### config.mk
export PLATFORM = sky130hd
export DESIGN_NAME = mem_access_ctrl
export DESIGN_NICKNAME = d
export VERILOG_FILES = /design/src/rtl/mem_access_ctrl.sv
export SDC_FILE = /design/constraint.sdc
export NUM_CORES = 1
export LEC_CHECK = 0
export BUFFER_PORTS_ARGS = -buffer_cell sky130_fd_sc_hd__buf_2
export CAP_MARGIN = 40
export CORE_ASPECT_RATIO = 2
export CORE_MARGIN = 2
export CORE_UTILIZATION = 47
export DETAILED_ROUTE_END_ITERATION = 10
export PLACE_DENSITY = 0.8
export SYNTH_ARGS = -nofsm -noshare
export SYNTH_HDL_FRONTEND = slang
export SYNTH_SLANG_ARGS = --single-unit
### constraint.sdc
create_clock -name CLK -period 2.9 [get_ports CLK]
set_input_delay 0.435 -clock CLK [delete_from_list [all_inputs] [get_ports CLK]]
set_output_delay 0.435 -clock CLK [all_outputs]
set_load 0.05 [all_outputs]
### src/rtl/mem_access_ctrl.sv
// CPU-side load/store controller for a 32-bit little-endian data memory with byte/halfword
// access, sign/zero extension and read-modify-write for sub-word stores.
module mem_access_ctrl (
   input  logic        CLK,
   input  logic        Reset,
   input  logic        req_valid,
   output logic        req_ready,
   input  logic        req_we,
   input  logic [1:0]  req_size,
   input  logic        req_signed,
   input  logic [7:0]  req_addr,
   input  logic [31:0] req_wdata,
   output logic        rsp_valid,
   output logic [31:0] rsp_rdata,
   output logic        rsp_err,
   output logic [7:0]  Mem_Addr,
   output logic        Mem_Read,
   output logic        Mem_Write,
   output logic [31:0] M_W_Data,
   input  logic [31:0] M_R_Data
);

   typedef enum logic [2:0] {IDLE, RD, CAP, WR, RESP} state_t;

   state_t      state;
   logic        we_q;
   logic        signed_q;
   logic [1:0]  size_q;
   logic [1:0]  lane_q;
   logic [7:0]  addr_q;
   logic [31:0] wdata_q;
   logic [31:0] merge_q;
   logic        accept;
   logic        req_bad;

   function automatic logic is_illegal(input logic [1:0] size, input logic [1:0] lane);
      case (size)
         2'b00:   is_illegal = 1'b0;
         2'b01:   is_illegal = lane[0];
         2'b10:   is_illegal = (lane != 2'b00);
         default: is_illegal = 1'b1;
      endcase
   endfunction

   function automatic logic [31:0] extend_lane(input logic [31:0] word, input logic [1:0] size,
                                               input logic [1:0] lane, input logic sgn);
      logic [7:0]  b;
      logic [15:0] h;
      b = word[{lane, 3'b000} +: 8];
      h = lane[1] ? word[31:16] : word[15:0];
      case (size)
         2'b00:   extend_lane = {{24{sgn & b[7]}}, b};
         2'b01:   extend_lane = {{16{sgn & h[15]}}, h};
         default: extend_lane = word;
      endcase
   endfunction

   function automatic logic [31:0] merge_lane(input logic [31:0] word, input logic [15:0] low,
                                              input logic [1:0] size, input logic [1:0] lane);
      logic [31:0] m;
      m = word;
      if (size == 2'b00)
         m[{lane, 3'b000} +: 8] = low[7:0];
      else if (lane[1])
         m[31:16] = low;
      else
         m[15:0] = low;
      merge_lane = m;
   endfunction

   assign accept  = req_valid && req_ready;
   assign req_bad = is_illegal(req_size, req_addr[1:0]);

   // Request fields only matter while a transaction is in flight, so they carry no reset.
   always_ff @(posedge CLK) begin
      if (accept) begin
         we_q     <= req_we;
         signed_q <= req_signed;
         size_q   <= req_size;
         lane_q   <= req_addr[1:0];
         addr_q   <= {req_addr[7:2], 2'b00};
         wdata_q  <= req_wdata;
      end
      if (state == CAP)
         merge_q <= merge_lane(M_R_Data, wdata_q[15:0], size_q, lane_q);
   end

   always_ff @(posedge CLK or negedge Reset) begin
      if (!Reset) begin
         state     <= IDLE;
         rsp_rdata <= '0;
         rsp_err   <= 1'b0;
      end else begin
         case (state)
            IDLE: begin
               if (req_valid) begin
                  rsp_rdata <= '0;
                  rsp_err   <= req_bad;
                  if (req_bad)
                     state <= RESP;
                  else if (req_we && req_size == 2'b10)
                     state <= WR;
                  else
                     state <= RD;
               end
            end
            RD:   state <= CAP;
            CAP: begin
               // Loads finish here; sub-word stores go on to write the merged word.
               if (we_q) begin
                  state <= WR;
               end else begin
                  rsp_rdata <= extend_lane(M_R_Data, size_q, lane_q, signed_q);
                  state     <= RESP;
               end
            end
            WR:      state <= RESP;
            RESP:    state <= IDLE;
            default: state <= IDLE;
         endcase
      end
   end

   assign req_ready = (state == IDLE);
   assign rsp_valid = (state == RESP);
   assign Mem_Read  = (state == RD);
   assign Mem_Write = (state == WR);
   assign Mem_Addr  = (state == RD || state == WR) ? addr_q : 8'h00;
   assign M_W_Data  = (state == WR) ? ((size_q == 2'b10) ? wdata_q : merge_q) : 32'h0;

endmodule

==> impl_results.md <==
- Number of flops mapped to enable cells by yosys: 76
- Tcrit/Tclk final: 90.3%
- # placed instances: 716
- Share of cells above drive strength 1: 34.6%
- Hold_buf cts: 0
- Top cell type by total area after synthesis: edfxtp_1
- Min Hold Slack: 176 ps
- Top FF cell, synth: edfxtp_1
- Max Slew Vio Count: 0
- Ys async rst share: 32.1%
- Crit path kind: flop to flop
- FP Rows: 54
- Synth-to-layout area growth: 23.9%
- Die area: 0.0120 sq mm
- Nets: 671
- Largest net degree at the start of global routing: 45
- Final worst setup slack: 282 ps
- Post-CTS Setup Inserts: 0
- Complex-gate fraction of the synthesized area: 21.5%
- Final antenna-violating net count: 0
- Synth Area in Adders: 1.20%
- Status: finished clean
- Final number of hold-violating endpoints: 0
- Final Non-Filler Cells: 734
- CTS tree: done
- CTS root buffer: clkbuf_16
- Pre-CTS setup slack: 330 ps
- Setup Viol. Count Final: 0
- Syn avg cell area: 11.9 sq um
- Largest stage delay, worst path: 640 ps
- DRC viols: 0
- Count of different cell masters after synthesis: 45
- Leak pwr: 2.95 nW
- Worst Tran Pin Value: 818 ps
- Wire per inst: 20.7 microns
- Number of global-route vias before repair: 4194
- Num ports: 156
- Router iterations before antenna repair: 6
- Seq pwr share: 40.0%
- CTS H-Tree Depth: 3
- Total Wirelength: 15200 microns
- Gr usage total: 25.5%
- Global route total overflow: 0
- Mapped Cells: 438
- Initial antenna violation count: 2
- Via count: 4270
- Switching pwr: 2.73 mW
- GP Congestion: 0.920
- Initial Util: 47.9%
- Net Sw Frac: 42.1%
- Cells along the critical path: nor3b_4, buf_4, nand2_2, nor2_2, a221o_1
- RSZ-0062 raised after global routing: false
- Synth top area share: 43.8%
- Worst setup EP type: flop
- Crit path max fanout: 33
- Synth Register Bits: 112
- # resized after CTS: 0
- CTS Buf Count: 9
- Hold crit path type: primary input to async pin
- CP Data Required Time: 3180 ps
- Top cells by area, synth: edfxtp_1 (44%), dfrtp_1 (17%), a21oi_1 (5.2%)
- Largest family of logic cells by synthesized area: compound AO/OA/AOI/OAI gates
- CTS clk-pin slew, worst paths: 80 ps
- Seq/Total Area, Yosys: 61.1%
- Multiplexer area fraction after synthesis: 2.02%
- MaxCap Viol Count: 0
- Worst-case clock buffer depth: 2
- Clock Skews: 9.10 ps
- Area of the mapped netlist: 0.00521 sq mm
- Hpwl dp: 11300 microns
- Commonest cells in the netlist: edfxtp_1 (76), nand2_1 (68), a21oi_1 (54), dfrtp_1 (36), inv_1 (32)
- Fmax: 0.382 GHz
- Post-route setup TNS: 0 ps
- Cell Pwr Density: 1000 mW/mm^2
- Clock insertion delay at the later pin of the skew report: 350 ps
- Buffers on Ports: 153
- Vias per cell: 5.82
- VDD IR max: 0.802 mV
- Slowest cell on crit path: nor2_2
- Die height: 153 microns
- Slew HR: 45.4%
- Setup crit start kind: flop
- Initial DRC Count: 418
- Synth Area in XOR/XNOR: 0%
- Die Wd: 78.5 microns
- Fin crit period: 2620 ps
- Simple-gate share of the synthesized area: 9.29%
- Power share of the clock group: 20.5%
- # clock sinks: 112
- Top-count cell post-synth: edfxtp_1
- Core Util, Final: 59.4%
- First-pass GRT wire length: 23000 microns
- Core Footprint: 0.0109 sq mm
- Internal: 3.75 mW
- Syn. warnings: 0
- Data arrival time of the critical path: 2900 ps
- Power share of the combinational group: 39.5%
-- cells by family (layout without fill, tap and decap cells) --
| family | after synthesis | in the layout |
|---|---|---|
| muxes | 9 | 9 |
| and+or+nand+nor | 102 | 102 |
| other | 1 | 4 |
| DFF | 112 | 112 |
| adders and majority gates | 5 | 5 |
| buffers and inverters | 60 | 213 |
| AOI/OAI and AO/OA | 149 | 149 |
-- critical path: cells and delay by family (launching register included) --
kind	cells	cell delay (ps)
AOI/OAI and AO/OA	1	300
buffers and inverters	1	430
DFF	1	530
and+or+nand+nor	3	1250
-- per-stage QoR --
step / power, mW / instance area [sq um]
2_1_floorplan: 4.41 / 5230
6_report: 6.48 / 6460
3_5_place_dp: 5.16 / 6130
5_1_grt: 6.75 / 6460
3_3_place_gp: 5.08 / 6120
4_1_cts: 6.48 / 6450
-- per-layer routing --
metal	routed length, microns	part of all wire [%]	vias up	track usage [%]
met5	0	0	-	0
li1	-	-	1964	-
met4	626	4.1	0	12.7
met2	8440	55	208	47.0
met1	5360	35	2055	28.0
met3	792	5.2	43	3.31
-- layout by cell type (no fill, tap or decap), types with 2 or more instances in the layout --
cell type and count:
a21oi_1 53, a221o_1 16, a222oi_1 23, a22o_1 24
a22oi_1 3, a31o_2 2, and2_1 6, and3_1 2
buf_2 153, buf_4 11, bufinv_16 2, clkbuf_16 9
clkinvlp_4 3, conb_1 2, dfrtp_1 36, diode_2 2
edfxtp_1 76, ha_1 5, inv_1 31, mux2_2 8
nand2_1 68, nand2_2 2, nand2b_1 2, nor2_1 2
nor2_2 2, nor2b_1 8, nor3_1 2, nor3_2 2
o21ai_0 10, o2bb2ai_1 7
-- state kept, by name, summed over array words and instances, names as in the netlist --
register and count:
state 3, merge_q 32, wdata_q 32, rsp_err 1
addr_q 6, lane_q 2, size_q 2, we_q 1
rsp_rdata 32, signed_q 1
-- power groups by stage --
stage | clock network (mW) | logic, mW | registers (mW)
4_1_cts | 1.34 | 2.56 | 2.59
3_3_place_gp | 0 | 2.48 | 2.60
3_5_place_dp | 0 | 2.55 | 2.61
2_1_floorplan | 0 | 1.27 | 3.14
5_1_grt | 1.40 | 2.72 | 2.64
6_report | 1.33 | 2.56 | 2.59
-- cell type report --
cell class / instances / area (sq um)
Inverter: 32 / 124
Antenna cell: 2 / 5.00
Fill cell: 914 / 4420
Timing Repair Buffer: 165 / 860
Tap cell: 140 / 175
Clock inverter: 7 / 95.1
Sequential cell: 112 / 3180
Multi-Input combinational cell: 267 / 1790
Clock buffer: 9 / 225
-- final timing paths --
| check | startpoint | end | slack [ps] | cells past startpoint |
|---|---|---|---|---|
| max in group asynchronous | Reset | rsp_rdata[31]$_DFFE_PN0P_ | 2200 | 1 |
| max reg2reg | state[1]$_DFFE_PN0P_ | rsp_rdata[24]$_DFFE_PN0P_ | 280 | 5 |
| max | state[1]$_DFFE_PN0P_ | rsp_rdata[24]$_DFFE_PN0P_ | 280 | 5 |
| min | Reset | rsp_rdata[25]$_DFFE_PN0P_ | 180 | 1 |
| min reg2reg | rsp_rdata[6]$_DFFE_PN0P_ | rsp_rdata[6]$_DFFE_PN0P_ | 490 | 1 |
| min in group CLK | req_addr[6] | addr_q[6]$_DFFE_PP_ | 250 | 1 |
Note: power is estimated with default switching activity, not from simulation.
